===== src/rtl/debounce_pkg.sv =====
// Shared definitions for the x input conditioner: state encoding and default timing.
// Imported by the debouncer and available to any other front-end conditioning logic.
package debounce_pkg;

    localparam int unsigned DEFAULT_STABLE_CYCLES = 4;

    // Bit 1 of the encoding equals the debounced level, so x falls straight out of the state.
    typedef enum logic [1:0] {
        StIdleLow  = 2'b00,
        StWaitHigh = 2'b01,
        StIdleHigh = 2'b11,
        StWaitLow  = 2'b10
    } state_e;

    function automatic int unsigned cnt_width(input int unsigned stable_cycles);
        int unsigned w;
        w = $clog2(stable_cycles);
        return (w < 1) ? 1 : w;
    endfunction

endpackage


===== src/rtl/sync_2ff.sv =====
// Two-flop synchronizer for a single asynchronous bit; clears to 0 on reset.
// Reusable for any asynchronous control input feeding the FSM.
module sync_2ff (
    input  logic clk_i,
    input  logic rst_ni,
    input  logic d_i,
    output logic q_o
);

    logic s1_q;
    logic s_q;

    always_ff @(posedge clk_i or negedge rst_ni) begin
        if (!rst_ni) begin
            s1_q <= 1'b0;
            s_q  <= 1'b0;
        end else begin
            s1_q <= d_i;
            s_q  <= s1_q;
        end
    end

    assign q_o = s_q;

endmodule


===== src/rtl/x_debouncer.sv =====
// Debounces the raw btn_in into a clean registered level x, with one-cycle edge pulses
// and a saturating count of rejected glitches.
module x_debouncer
    import debounce_pkg::*;
#(
    parameter int unsigned STABLE_CYCLES = DEFAULT_STABLE_CYCLES,
    parameter int unsigned GLITCH_W      = 8
) (
    input  logic                clk,
    input  logic                reset,
    input  logic                btn_in,
    output logic                x,
    output logic                x_rise,
    output logic                x_fall,
    output logic [GLITCH_W-1:0] glitch_cnt
);

    localparam int unsigned CntW = cnt_width(STABLE_CYCLES);
    localparam logic [CntW-1:0] CntLast = CntW'(STABLE_CYCLES - 1);

    logic                s;
    state_e              state_q, state_d;
    logic [CntW-1:0]     cnt_q, cnt_d;
    logic                rise_q, rise_d;
    logic                fall_q, fall_d;
    logic [GLITCH_W-1:0] glitch_q, glitch_d;
    logic                abort;

    sync_2ff u_sync (
        .clk_i  (clk),
        .rst_ni (reset),
        .d_i    (btn_in),
        .q_o    (s)
    );

    always_comb begin
        state_d = state_q;
        cnt_d   = cnt_q;
        rise_d  = 1'b0;
        fall_d  = 1'b0;
        abort   = 1'b0;
        unique case (state_q)
            StIdleLow: begin
                if (s) begin
                    state_d = StWaitHigh;
                    cnt_d   = '0;
                end
            end
            StWaitHigh: begin
                if (!s) begin
                    state_d = StIdleLow;
                    cnt_d   = '0;
                    abort   = 1'b1;
                end else if (cnt_q == CntLast) begin
                    state_d = StIdleHigh;
                    cnt_d   = '0;
                    rise_d  = 1'b1;
                end else begin
                    cnt_d = cnt_q + CntW'(1);
                end
            end
            StIdleHigh: begin
                if (!s) begin
                    state_d = StWaitLow;
                    cnt_d   = '0;
                end
            end
            StWaitLow: begin
                if (s) begin
                    state_d = StIdleHigh;
                    cnt_d   = '0;
                    abort   = 1'b1;
                end else if (cnt_q == CntLast) begin
                    state_d = StIdleLow;
                    cnt_d   = '0;
                    fall_d  = 1'b1;
                end else begin
                    cnt_d = cnt_q + CntW'(1);
                end
            end
            default: begin
                state_d = StIdleLow;
                cnt_d   = '0;
            end
        endcase
    end

    // Saturate rather than wrap so a stuck-bouncing input reads as "many", not "few".
    always_comb begin
        glitch_d = glitch_q;
        if (abort && (glitch_q != {GLITCH_W{1'b1}})) begin
            glitch_d = glitch_q + GLITCH_W'(1);
        end
    end

    always_ff @(posedge clk or negedge reset) begin
        if (!reset) begin
            state_q  <= StIdleLow;
            cnt_q    <= '0;
            rise_q   <= 1'b0;
            fall_q   <= 1'b0;
            glitch_q <= '0;
        end else begin
            state_q  <= state_d;
            cnt_q    <= cnt_d;
            rise_q   <= rise_d;
            fall_q   <= fall_d;
            glitch_q <= glitch_d;
        end
    end

    assign x          = state_q[1];
    assign x_rise     = rise_q;
    assign x_fall     = fall_q;
    assign glitch_cnt = glitch_q;

endmodule


===== config.mk =====
export PLATFORM = sky130hd
export DESIGN_NAME = x_debouncer
export DESIGN_NICKNAME = d
export VERILOG_FILES = /design/src/rtl/debounce_pkg.sv /design/src/rtl/sync_2ff.sv /design/src/rtl/x_debouncer.sv
export SDC_FILE = /design/constraint.sdc
export NUM_CORES = 1
export LEC_CHECK = 0
export BUFFER_PORTS_ARGS = -buffer_cell sky130_fd_sc_hd__buf_2
export CAP_MARGIN = 20
export CORE_ASPECT_RATIO = 1.5
export CORE_UTILIZATION = 40
export DETAILED_ROUTE_END_ITERATION = 10
export MAX_ROUTING_LAYER = met4
export PLACE_DENSITY = 0.63
export SLEW_MARGIN = 25
export SYNTH_ARGS = -nofsm -noshare
export SYNTH_HDL_FRONTEND = slang
export SYNTH_HIERARCHICAL = 1
export SYNTH_SLANG_ARGS = --single-unit

===== constraint.sdc =====
create_clock -name clk -period 3.4 [get_ports clk]
set_input_delay 0.51 -clock clk [delete_from_list [all_inputs] [get_ports clk]]
set_output_delay 0.51 -clock clk [all_outputs]
set_load 0.05 [all_outputs]

* Word level (Yosys, flattened, before mapping)
Cells that the tools add are included.
Storage, ports and cells: bits in registers 16, input port bits 3, output and inout bits 11, logic and storage cells 43
Cells by class: add/sub/neg operators 2, eq/ne operators 9, multiplexer cells 21, reduce and logical (&&, ||, !) cells 4
Operators with widths (number):
- two-way mux 2 bit | 11
- case mux 2 bit (4 select lines) | 2
- adder 8 x 1 -> 8 bit (second input constant) | 1
- != test 8 bit (second input constant) | 1
- two-way mux 1 bit | 7
- == test 2 bit (second input constant) | 3
- AND reduction 4 bit | 1
- != test 3 x 2 -> 1 bit (second input constant) | 1
- != test 3 bit (second input constant) | 1
- adder 2 x 1 -> 2 bit (second input constant) | 1
- == test 2 x 1 -> 1 bit (second input constant) | 1
- zero test 2 bit | 1
- != test 2 x 1 -> 1 bit (second input constant) | 1
- != test 2 bit (second input constant) | 1
- case mux 1 bit (2 select lines) | 1
- AND reduction 2 bit | 1
- logical AND 1 bit | 1

* Logic depth before layout (Yosys ltp)
Gate-level depths: netlist of run 1.
word-level depth 4, gate-level depth with buffers 6, depth with buffers taken out 6

* By module
The synthesis of run 1 kept the hierarchy.
Modules (own cells, without submodules):
- x_debouncer | times used 1, cells an instance 70, area each 777.0 um^2, seq. area each 350.3 um^2
- sync_2ff | times used 1, cells an instance 2, area each 50.0 um^2, seq. area each 50.0 um^2

* Least setup slack after synthesis of run 1
OpenSTA, ideal clock, no wires.
path type register to register, start register state_q[1], end register glitch_q[1], in the netlist glitch_cnt[1], setup time 0.125 ns, arrival 1.789 ns, data required time 3.275 ns, setup slack 1.486 ns, stages on the path, launching flop included 6, buffers on the path 0, period minus slack after synthesis 1.914 ns, path through dfrtp_1 -> inv_1 -> ha_1 -> mux2_4 -> o21ai_2 -> mux2_2
Between the ends: longest elaborated chain between the ends 3, elaborated cells between the ends (all ways) 4, those cells by class eq/ne: 2; mux: 1; reduce/logical: 1
Ends and longest elaborated chain:
- start, declared | RTL line x_debouncer.sv:22 | state_e state_q, state_d;
- start signal, assigned | RTL line x_debouncer.sv:98 | state_q <= StIdleLow;
- start signal, assigned | RTL line x_debouncer.sv:104 | state_q <= state_d;
- == test 2 bit / == test 2 x 1 -> 1 bit (equally long branches) | RTL line x_debouncer.sv:42 | unique case (state_q)
- case mux 1 bit (2 select lines) * | RTL line x_debouncer.sv:42
- logical AND 1 bit * | RTL line x_debouncer.sv:91 | if (abort && (glitch_q != {GLITCH_W{1'b1}})) begin
- end signal, assigned | RTL line x_debouncer.sv:108 | glitch_q <= glitch_d;
- end, declared | RTL line x_debouncer.sv:26 | logic [GLITCH_W-1:0] glitch_q, glitch_d;
Every way passes the cells marked *; elsewhere a longest branch is shown, timed or not. A chain may end at the register's enable or synchronous reset.

* Worst setup path after layout of run 1
Ends and elaborated chain as after synthesis.

==> run_results.csv, run 1 <==
group,metric,value,unit
cells_and_area,drive_gt1_frac,0.273,
die,die-width,39.1,µm
power_and_ir_drop,power_leakage,0.467,nW
synth,netlist_area,827,µm²
worst_setup_path,cpPeakStageDelay,420,ps
die,io_pins,14,
timing,worstMarginPinSlew,359,ps
route,drt_first_pass_iters,3,
place,io_buffers,13,
synth,syn_inst,72,
synth,synth_cell_types,25,
place,globalplace.congestion,0.714,
clocking,cts.sink_count,16,
synth,yosys.area_share.simple,0.153,
timing,report.final.slew_viol_count,0,
route,dr_wl_met2,812,µm
synth,yosys.area_share.xor_xnor,0.0424,
die,rows,19,
die,initial_utilization,0.440,
clocking,h-tree-depth,1,
cells_and_area,final_cell_mix,"16 x dfrtp_1, 13 x buf_2, 9 x nor2_1, 7 x ha_1",
route,finalWirelength,1430,µm
synth,synthMuxAreaShare,0.0832,
route,ant_nets,0,
clocking,cts_buffers,3,
timing,hold_violations,0,
timing,period_share,0.479,
route,drt-vias-per-instance,5.35,
worst_setup_path,critPathKind,"flop to flop",
synth,synthesis.nets,82,
timing,setup_viol,0,
clocking,cts_root_buffer,"clkbuf_4",
place,pre_cts_ws,1790,ps
cells_and_area,stdcell_count,109,
worst_setup_path,setup.worst_path.start_class,"flop",
synth,yosys_warnings,6,
synth,synth_seq_cells,16,
global_route,grt_pass1_vias,596,
route,wl_per_cell,13.1,µm
synth,postSynthAreaPerCell,11.5,µm²
synth,yosysSeqAreaShare,0.484,
route,drcViolationCount,0,
global_route,grt_max_degree,17,
power_and_ir_drop,power_density,889,nW/µm²
job,drv_cap,0,
clocking,postCtsHoldBufs,0,
worst_setup_path,timing.critical_path.buf_inv,1,
worst_setup_path,crit_slowest_cell,"dfrtp_1",
cells_and_area,n_antenna_cell,0,
clocking,ctsResizeCount,0,
route,dr_wl_met3,42,µm
die,fp.coreArea,1880,µm²
worst_setup_path,path_cells,"inv_1 -> ha_1 -> mux2_4 -> o21ai_2 -> mux2_2",
worst_setup_path,worstPathMaxFanout,5,
worst_setup_path,worstPathRequired,3580,ps
clocking,cts_tree,"yes",
timing,fin_crit,1630,ps
route,drt_iter0_drc,4,
timing,fmax,614,MHz
die,dieArea,2260,µm²
global_route,grt_pass1_wl,2390,µm
place,placed_area,907,µm²
timing,finalClockSkew,3.19,ps
route,wl_met1,545,µm
cells_and_area,final_common_cell,"dfrtp_1",
timing,fin_ws,1770,ps
synth,synth_compound_area_frac,0.0998,
worst_setup_path,crit_family,"multiplexers",
global_route,grt_overflow_total,0,
worst_setup_path,cp.arrival,1810,ps
timing,fin_hold_ws,113,ps
global_route,antenna_found_initial,0,
worst_setup_path,worstRegToRegCells,5,
route,top_layer_used,"met4",
timing,rsz0062_at_grt,"no",
place,place_inst,105,
cells_and_area,area_growth,14.1,%
power_and_ir_drop,peakVddDrop,0.355,mV
timing,worst_slew_margin_rel,0.761,
run_status,outcome,"finished clean",
global_route,grt_usage,0.159,
clocking,path_clk_slew,90,ps
cells_and_area,final_net_count,99,
timing,setup_tns,0,ps
synth,synth_fa_ha_area_frac,0.106,
clocking,insertion_delay,290,ps
route,num_vias,583,
synth,synth_top_family_by_area,"simple AND/OR/NAND/NOR gates",
min_path,min_path_type,"input pin to async pin",
clocking,cts_max_path_buffers,2,
cells_and_area,stdcell_area,943,µm²
worst_setup_path,crit_cells,5,
clocking,cts_setup_buffers,0,
die,die_h,57.7,µm
worst_setup_path,end_kind,"flop",
place,dp_hpwl,1090,µm
-- cell type report --
type | instances | area [µm²]
multi-input cells | 51 | 400
inverters | 4 | 15.0
well taps | 21 | 26.3
repair buffers | 13 | 65.1
flip-flops and latches | 16 | 400
clock buffers | 4 | 36.3
fillers | 172 | 935
-- metal layers --
metal,track usage,vias to the layer above
li1,-,284
met4,0.0887,0
met1,0.152,284
met2,0.283,11
met5,-,-
met3,0.0230,4
-- report_power, final --
| group | leakage (nW) | switching, W | total (W) | internal, W |
|---|---|---|---|---|
| sequential | 0.206 | 0.0000662 | 0.000307 | 0.000241 |
| combinational | 0.240 | 0.000265 | 0.000405 | 0.000140 |
| clock | 0.0210 | 0.0000611 | 0.000126 | 0.0000653 |
| total | 0.467 | 0.000392 | 0.000838 | 0.000446 |
-- cell families after synthesis --
| group | after synthesis |
|---|---|
| simple gates | 22 |
| flops | 16 |
| compound gates | 12 |
| fa+ha+maj | 7 |
| mux | 6 |
| buf+inv | 5 |
| xor+xnor | 4 |
-- path summary, 6_finish.rpt --
| path | start | end | slack, ps |
|---|---|---|---|
| worst max-delay path | state_q[1] | glitch_cnt[1] | 1770 |
| worst min-delay path | reset | glitch_cnt[4] | 110 |
| worst min register to register | u_sync/s1_q | u_sync/q_o | 360 |
| max in group asynchronous | reset | cnt_q[1] | 3030 |
| worst max register to register | state_q[1] | glitch_cnt[1] | 1770 |
| min in group clk | btn_in | u_sync/s1_q | 320 |
-- cell usage after synthesis (all sizes together) --
| master | instances | area, µm² |
|---|---|---|
| a2bb2oi | 1 | 8.76 |
| o21ai | 3 | 18.8 |
| xnor2 | 2 | 17.5 |
| mux2i | 2 | 20.0 |
| nor3b | 1 | 12.5 |
| xor2 | 2 | 17.5 |
| nand3b | 1 | 7.51 |
| o211ai | 1 | 7.51 |
| nor2 | 9 | 33.8 |
| a32o | 2 | 20.0 |
| nand4 | 3 | 33.8 |
| ha | 7 | 87.6 |
| mux2 | 4 | 48.8 |
| buf | 1 | 11.3 |
| and3 | 2 | 12.5 |
| dfrtp | 16 | 400 |
| a21oi | 4 | 20.0 |
| nand2 | 4 | 15.0 |
| inv | 4 | 15.0 |
| nand2b | 1 | 6.26 |
| a211oi | 1 | 7.51 |
| nand3 | 1 | 5.00 |
-- metrics by stage --
stage / total power (W) / util
finish: 0.000838 / 0.502
global route: 0.000905 / 0.502
CTS: 0.000850 / 0.502
detailed placement: 0.000722 / 0.483
global placement: 0.000713 / 0.483
floorplan: 0.000632 / -
-- sequential cells by signal, indices dropped and copies added (netlist names) --
name and count:
u_sync/q_o 1, x_rise 1, state_q 2, cnt_q 2
x_fall 1, u_sync/s1_q 1, glitch_cnt 8
Power figures use the tool's default switching activity.
==> inputs of run 2 (changes only) <==
--- a/config.mk
+++ b/config.mk
@@ -11,7 +11,7 @@
 export CORE_UTILIZATION = 40
 export DETAILED_ROUTE_END_ITERATION = 10
 export MAX_ROUTING_LAYER = met4
-export PLACE_DENSITY = 0.63
+export PLACE_DENSITY = 0.65
 export SLEW_MARGIN = 25
 export SYNTH_ARGS = -nofsm -noshare
 export SYNTH_HDL_FRONTEND = slang
==> constraint.sdc (replaced) <==
create_clock -name clk -period 1.4 [get_ports clk]
set_input_delay 0.21 -clock clk [delete_from_list [all_inputs] [get_ports clk]]
set_output_delay 0.21 -clock clk [all_outputs]
set_load 0.05 [all_outputs]
==> run 2 against run 1 <==
Effect of this change:
- the run now ends with negative setup slack left
- total power increased to 3.1 times the previous value
- first-iteration DRC count increased by 25%
- combinational power increased to 3.9 times the previous value
- routed wire length increased by 13%
- clock power increased by 140%
- die area unchanged
- largest power group unchanged
- utilization increased by 14 points
- worst hold slack got worse by 91 ps
- register-to-register slack got worse by 1900 ps
- non-clock buffer count increased by 20
- cell count increased by 18%
- global-route usage increased by 1.8 points
==> run_results.csv, run 2 (synthesis gave the netlist of run 1 again) <==
group,metric,value,unit
power_and_ir_drop,power.total,0.00259,W
worst_setup_path,worstPathRequired,1570,ps
timing,worst_slew_margin_rel,0.768,
global_route,grt_usage,0.177,
route,ant_nets,0,
route,drt_first_pass_iters,2,
power_and_ir_drop,combPwrFrac,0.615,
timing,report.final.slew_viol_count,0,
timing,period_share,1.08,
worst_setup_path,cpPeakStageDelay,410,ps
global_route,grt_pass1_wl,2730,µm
timing,fin_hold_ws,22.4,ps
timing,hold_violations,0,
power_and_ir_drop,power.internal,0.00148,W
power_and_ir_drop,power_leakage,0.565,nW
worst_setup_path,worstPathMaxFanout,5,
clocking,h-tree-depth,1,
power_and_ir_drop,power_density,2150,nW/µm²
route,wl_per_cell,12.5,µm
worst_setup_path,critPathKind,"flop to flop",
worst_setup_path,cp.arrival,1690,ps
power_and_ir_drop,p_seq_frac,0.269,
power_and_ir_drop,peakVddDrop,1.27,mV
clocking,insertion_delay,290,ps
clocking,cts_buffers,3,
job,drv_cap,0,
die,initial_utilization,0.440,
clocking,path_clk_slew,90,ps
route,finalWirelength,1610,µm
cells_and_area,n_antenna_cell,0,
cells_and_area,final_net_count,119,
die,fp.coreArea,1880,µm²
die,dieArea,2260,µm²
die,die-width,39.1,µm
run_status,outcome,"complete, but fails checks",
global_route,grt_pass1_vias,695,
min_path,min_path_type,"input pin to flop",
clocking,cts_root_buffer,"clkbuf_4",
global_route,grt_overflow_total,0,
route,num_vias,647,
worst_setup_path,setup.worst_path.start_class,"flop",
route,drt-vias-per-instance,5.02,
timing,fin_crit,1510,ps
global_route,grt_max_degree,17,
timing,worstMarginPinSlew,347,ps
timing,fin_ws,-114,ps
route,drcViolationCount,0,
cells_and_area,largest_reg_flops,8,
place,globalplace.congestion,0.732,
die,rows,19,
cells_and_area,fillCellCount,157,
power_and_ir_drop,p_sw_frac,0.427,
worst_setup_path,end_kind,"flop",
timing,fmax,660,MHz
run_status,violations,"negative setup slack",
die,io_pins,14,
cells_and_area,final_cell_mix,"19 x buf_4, 12 x buf_2, 9 x dfrtp_1, 8 x nor2_1, 6 x dfrtp_2",
clocking,cts_tree,"yes",
cells_and_area,multiInputGateArea,485,µm²
cells_and_area,seq_area,412,µm²
timing,rsz0062_at_grt,"yes",
clocking,cts.sink_count,16,
worst_setup_path,crit_slowest_cell,"dfrtp_1",
place,io_buffers,13,
route,drt_iter0_drc,5,
place,dp_hpwl,1310,µm
die,die_h,57.7,µm
worst_setup_path,crit_top_cell,"mux2_4",
timing,setup_viol,11,
clocking,cts_max_path_buffers,2,
power_and_ir_drop,p_clk_frac,0.115,
power_and_ir_drop,switchingPower,0.00110,W
worst_setup_path,path_cells,"buf_6 -> ha_4 -> mux2_4 -> o21ai_4 -> mux2_4",
cells_and_area,final_common_cell,"buf_4",
timing,setup_tns,-567,ps
timing,finalClockSkew,7.72,ps
cells_and_area,area_growth,45.5,%
cells_and_area,drive_gt1_frac,0.556,
global_route,antenna_found_initial,0,
## run 2: cell types whose count changed in the layout (fill, tap and decap cells not counted), moves of 2 or more
| cell | before | now |
|---|---|---|
| ha_1 | 7 | 3 |
| buf_4 | 0 | 19 |
| inv_1 | 4 | 2 |
| ha_4 | 0 | 4 |
| dfrtp_1 | 16 | 9 |
| dfrtp_2 | 0 | 6 |
## run 2: worst paths after layout
| path | start | to | slack (ps) | cells after the start |
|---|---|---|---|---|
| worst max-delay path | state_q[0] | glitch_cnt[1] | -110 | 5 |
| worst min-delay path | btn_in | u_sync/s1_q | 20 | 1 |
| worst max register to register | state_q[0] | glitch_cnt[1] | -110 | 5 |
| worst min register to register | u_sync/s1_q | u_sync/q_o | 350 | 0 |
| max in group asynchronous | reset | glitch_cnt[0] | 750 | 2 |
| min in group asynchronous | reset | glitch_cnt[4] | 370 | 2 |
## run 2: stage by stage
step | util | cell area (µm²) | instances | setup slack [ps]
floorplan | - | 905 | 72 | -206
global placement | 0.592 | 1110 | 122 | -71.3
detailed placement | 0.592 | 1110 | 122 | -103
CTS | 0.623 | 1170 | 127 | -113
global route | 0.641 | 1200 | 129 | -161
finish | 0.641 | 1200 | 129 | -114
## run 2: cell type report
type / count / share of cell area
Timing Repair Buffer: 33 / 0.186
Clock buffer: 4 / 0.0301
Tap cell: 21 / 0.0218
Multi-Input combinational cell: 51 / 0.403
Sequential cell: 16 / 0.342
Inverter: 4 / 0.0166
## run 2: power groups by stage
stage / Clock, W / Combinational (W) / Sequential, W
global route: 0.000326 / 0.00174 / 0.000712
finish: 0.000298 / 0.00159 / 0.000697
CTS: 0.000311 / 0.00156 / 0.000696
floorplan: 0 / 0.000600 / 0.00109
global placement: 0 / 0.00149 / 0.000687
detailed placement: 0 / 0.00154 / 0.000700
## run 2: critical path, delay by kind of cell (launching register included)
family,cells,cell delay (ps)
DFF,1,410
AOI/OAI and AO/OA,1,80
adders and majority gates,1,150
buffers and inverters,1,140
muxes,2,610
## run 2: timing repair
action | in CTS | in global routing
gates resized for setup | 4 | 6
endpoints found under the hold margin | 16 | 0
hold buffers | 1 | 0
endpoints found under the setup margin | 12 | 13
buffers inserted | 0 | 2
pin swaps | 3 | 7
## run 2: layer usage
metal / wire (µm) / GRT usage
met3: 36 / 0.0230
met1: 601 / 0.178
met4: 27 / 0.0887
met5: 0 / -
met2: 942 / 0.314
==> inputs of run 3 (changes only) <==
--- a/config.mk
+++ b/config.mk
@@ -5,6 +5,7 @@
 export SDC_FILE = /design/constraint.sdc
 export NUM_CORES = 1
 export LEC_CHECK = 0
+export ABC_AREA = 1
 export BUFFER_PORTS_ARGS = -buffer_cell sky130_fd_sc_hd__buf_2
 export CAP_MARGIN = 20
 export CORE_ASPECT_RATIO = 1.5
==> run 3 against run 2 <==
Effect of this change:
- the run now ends clean
- critical path type is now flop to primary output
- setup slack improved by 200 ps
- count of clock-buffer cells in the layout unchanged
- critical endpoint is now glitch_cnt[2]
- utilization decreased by 11 points
- combinational power decreased by 31%
- largest cell class unchanged
- fmax increased by 15%
- worst hold slack improved by 340 ps
- clock power increased by 3%
- via count increased by 19%
- routed wire length increased by 8.7%
- highest routed layer unchanged
- non-clock buffer count decreased by 16
==> run_results.csv, run 3 <==
group,metric,value,unit
cells_and_area,final_common_cell,"nand2_1",
cells_and_area,fillCellCount,190,
global_route,antenna_found_initial,0,
die,fp.coreArea,2080,µm²
timing,report.final.slew_viol_count,0,
route,drt_first_pass_iters,4,
power_and_ir_drop,power_density,1950,nW/µm²
min_path,min_from,"u_sync/s1_q",
min_path,holdPathEnd,"u_sync/q_o",
synth,yosysTopAreaCell,"dfrtp_1",
die,rows,20,
timing,setup_tns,0,ps
place,io_buffers,13,
worst_setup_path,crit_slowest_cell,"dfrtp_1",
power_and_ir_drop,switchingPower,0.00103,W
cells_and_area,area_growth,20.9,%
power_and_ir_drop,power_leakage,0.553,nW
clocking,h-tree-depth,1,
global_route,grt_overflow_total,0,
clocking,path_clk_slew,100,ps
power_and_ir_drop,combPwrFrac,0.508,
global_route,grt_pass1_vias,690,
timing,setup_viol,0,
timing,hold_violations,0,
timing,worstMarginPinSlew,363,ps
die,die-width,41.0,µm
route,wl_per_cell,11.3,µm
global_route,grt_usage,0.174,
power_and_ir_drop,power.internal,0.00111,W
worst_setup_path,worstRegToRegCells,8,
power_and_ir_drop,power.total,0.00214,W
worst_setup_path,reg2reg_slack,80,ps
timing,rsz0062_at_grt,"yes",
worst_setup_path,worstPathRequired,1190,ps
clocking,cts.sink_count,16,
cells_and_area,drive_gt1_frac,0.278,
global_route,grt_max_degree,17,
timing,worst_slew_margin_rel,0.758,
cells_and_area,final_net_count,144,
place,pre_cts_ws,34.8,ps
synth,syn_inst,113,
die,die_h,60.4,µm
run_status,outcome,"finished clean",
worst_setup_path,timing.rr.start,"state_q[1]",
timing,fin_crit,1320,ps
worst_setup_path,cpPeakStageDelay,500,ps
synth,postSynth.asyncResetShare,1.00,
die,dieArea,2480,µm²
route,drcViolationCount,0,
worst_setup_path,end_kind,"primary output",
power_and_ir_drop,p_seq_frac,0.348,
synth,synth_top_area_share,0.440,
job,drv_cap,0,
timing,fmax,759,MHz
clocking,cts_buffers,3,
clocking,insertion_delay,290,ps
die,io_pins,14,
clocking,cts_max_path_buffers,2,
synth,synthFlopType,"dfrtp_1",
route,num_vias,769,
clocking,cts_root_buffer,"clkbuf_4",
worst_setup_path,worstPathMaxFanout,7,
place,dp_hpwl,1330,µm
power_and_ir_drop,p_sw_frac,0.481,
route,ant_nets,0,
cells_and_area,largest_reg_flops,8,
timing,finalClockSkew,4.83,ps
worst_setup_path,timing.critical_path.buf_inv,1,
route,drt_iter0_drc,11,
synth,yosys_warnings,6,
synth,synth_seq_cells,16,
synth,postSynthAreaPerCell,8.06,µm²
cells_and_area,final_util,0.530,
clocking,cts_tree,"yes",
synth,synth_area_leaders,"dfrtp_1 44%, nand2_1 15%, ha_1 9.6%, inv_1 5.8%, o21ai_0 3.3%",
synth,yosysSeqAreaShare,0.440,
timing,fin_hold_ws,358,ps
synth,post-synth-top-count-cell,"nand2_1",
synth,synthesis.nets,123,
min_path,worst_hold_path.num_cells,0,
synth,synth-edff-count,0,
route,finalWirelength,1750,µm
cells_and_area,n_antenna_cell,0,
synth,synth_cell_types,21,
synth,netlist_area,911,µm²
route,drt-vias-per-instance,4.96,
worst_setup_path,path_cells,"buf_2",
worst_setup_path,crit_family,"flip-flops",
die,initial_utilization,0.439,
synth,ys_top_cells_by_count,"37 x nand2_1, 16 x dfrtp_1, 14 x inv_1",
timing,fin_ws,82.2,ps
cells_and_area,final_cell_mix,"37 x nand2_1, 13 x buf_2, 12 x inv_1, 12 x dfrtp_1, 7 x nor2_1",
place,globalplace.congestion,0.812,
worst_setup_path,r2r-end,"glitch_cnt[3]",
min_path,min_path_type,"flop to flop",
timing,period_share,0.941,
worst_setup_path,cp.arrival,1110,ps
worst_setup_path,setup.worst_path.start_class,"flop",
power_and_ir_drop,p_clk_frac,0.143,
power_and_ir_drop,peakVddDrop,0.966,mV
global_route,grt_pass1_wl,2790,µm
worst_setup_path,critPathKind,"flop to primary output",
==> run 3: logic make-up (layout without fill, tap and decap cells) <==
logic type	count (synthesis)	after routing	synth area share
xor gates and xnor gates	3	3	0.0289
AOI/OAI and AO/OA	13	13	0.0769
and+or+nand+nor	58	58	0.282
buffers and inverters	16	36	0.0769
adders and majority gates	7	7	0.0961
DFF	16	16	0.440
==> run 3: worst max-delay path by stage <==
stage                              from             to  slack, ps  depth (start not counted)
after CTS                    state_q[0]       cnt_q[0]         10                          6
after global placement       state_q[0]     state_q[1]         50                          7
after global routing         state_q[1]  glitch_cnt[2]        -20                          7
final                     glitch_cnt[2]  glitch_cnt[2]         80                          1
after detailed placement     state_q[0]       cnt_q[0]         30                          6
after floorplan           glitch_cnt[4]  glitch_cnt[7]         10                          6
==> run 3: metal layers <==
layer / GRT usage / share of wire / vias up
met4: 0.100 / 0.023 / 0
met1: 0.172 / 0.39 / 357
met3: 0.0220 / 0.029 / 5
met5: - / 0 / -
li1: - / - / 393
met2: 0.304 / 0.55 / 14
==> run 3: timing repair <==
item	CTS	global route
setup endpoints to repair	0	11
setup buffers	0	2
hold buffers	1	1
gates resized for setup	0	7
hold endpoints to repair	16	1
==> run 3: final cells by class <==
cell class,count,area (µm²),area share
clock buffer,4,36.3,0.0330
inverter,15,58.8,0.0534
timing repair buffer,17,100,0.0909
tap,22,27.5,0.0250
multi-input combinational,81,473,0.430
sequential,16,405,0.368
==> run 3: stage by stage <==
| step | instance area, µm² | std cells |
|---|---|---|
| global placement | 1010 | 147 |
| finish | 1100 | 155 |
| global route | 1100 | 155 |
| floorplan | 932 | 113 |
| detailed placement | 1010 | 147 |
| CTS | 1060 | 152 |
==> run 3: power groups by stage <==
stage	Sequential [W]	Combinational, W	Clock, W
2_1_floorplan	0.000971	0.000557	0
3_3_place_gp	0.000752	0.00100	0
3_5_place_dp	0.000759	0.00101	0
4_1_cts	0.000749	0.00102	0.000321
5_1_grt	0.000770	0.00122	0.000346
6_report	0.000747	0.00109	0.000307
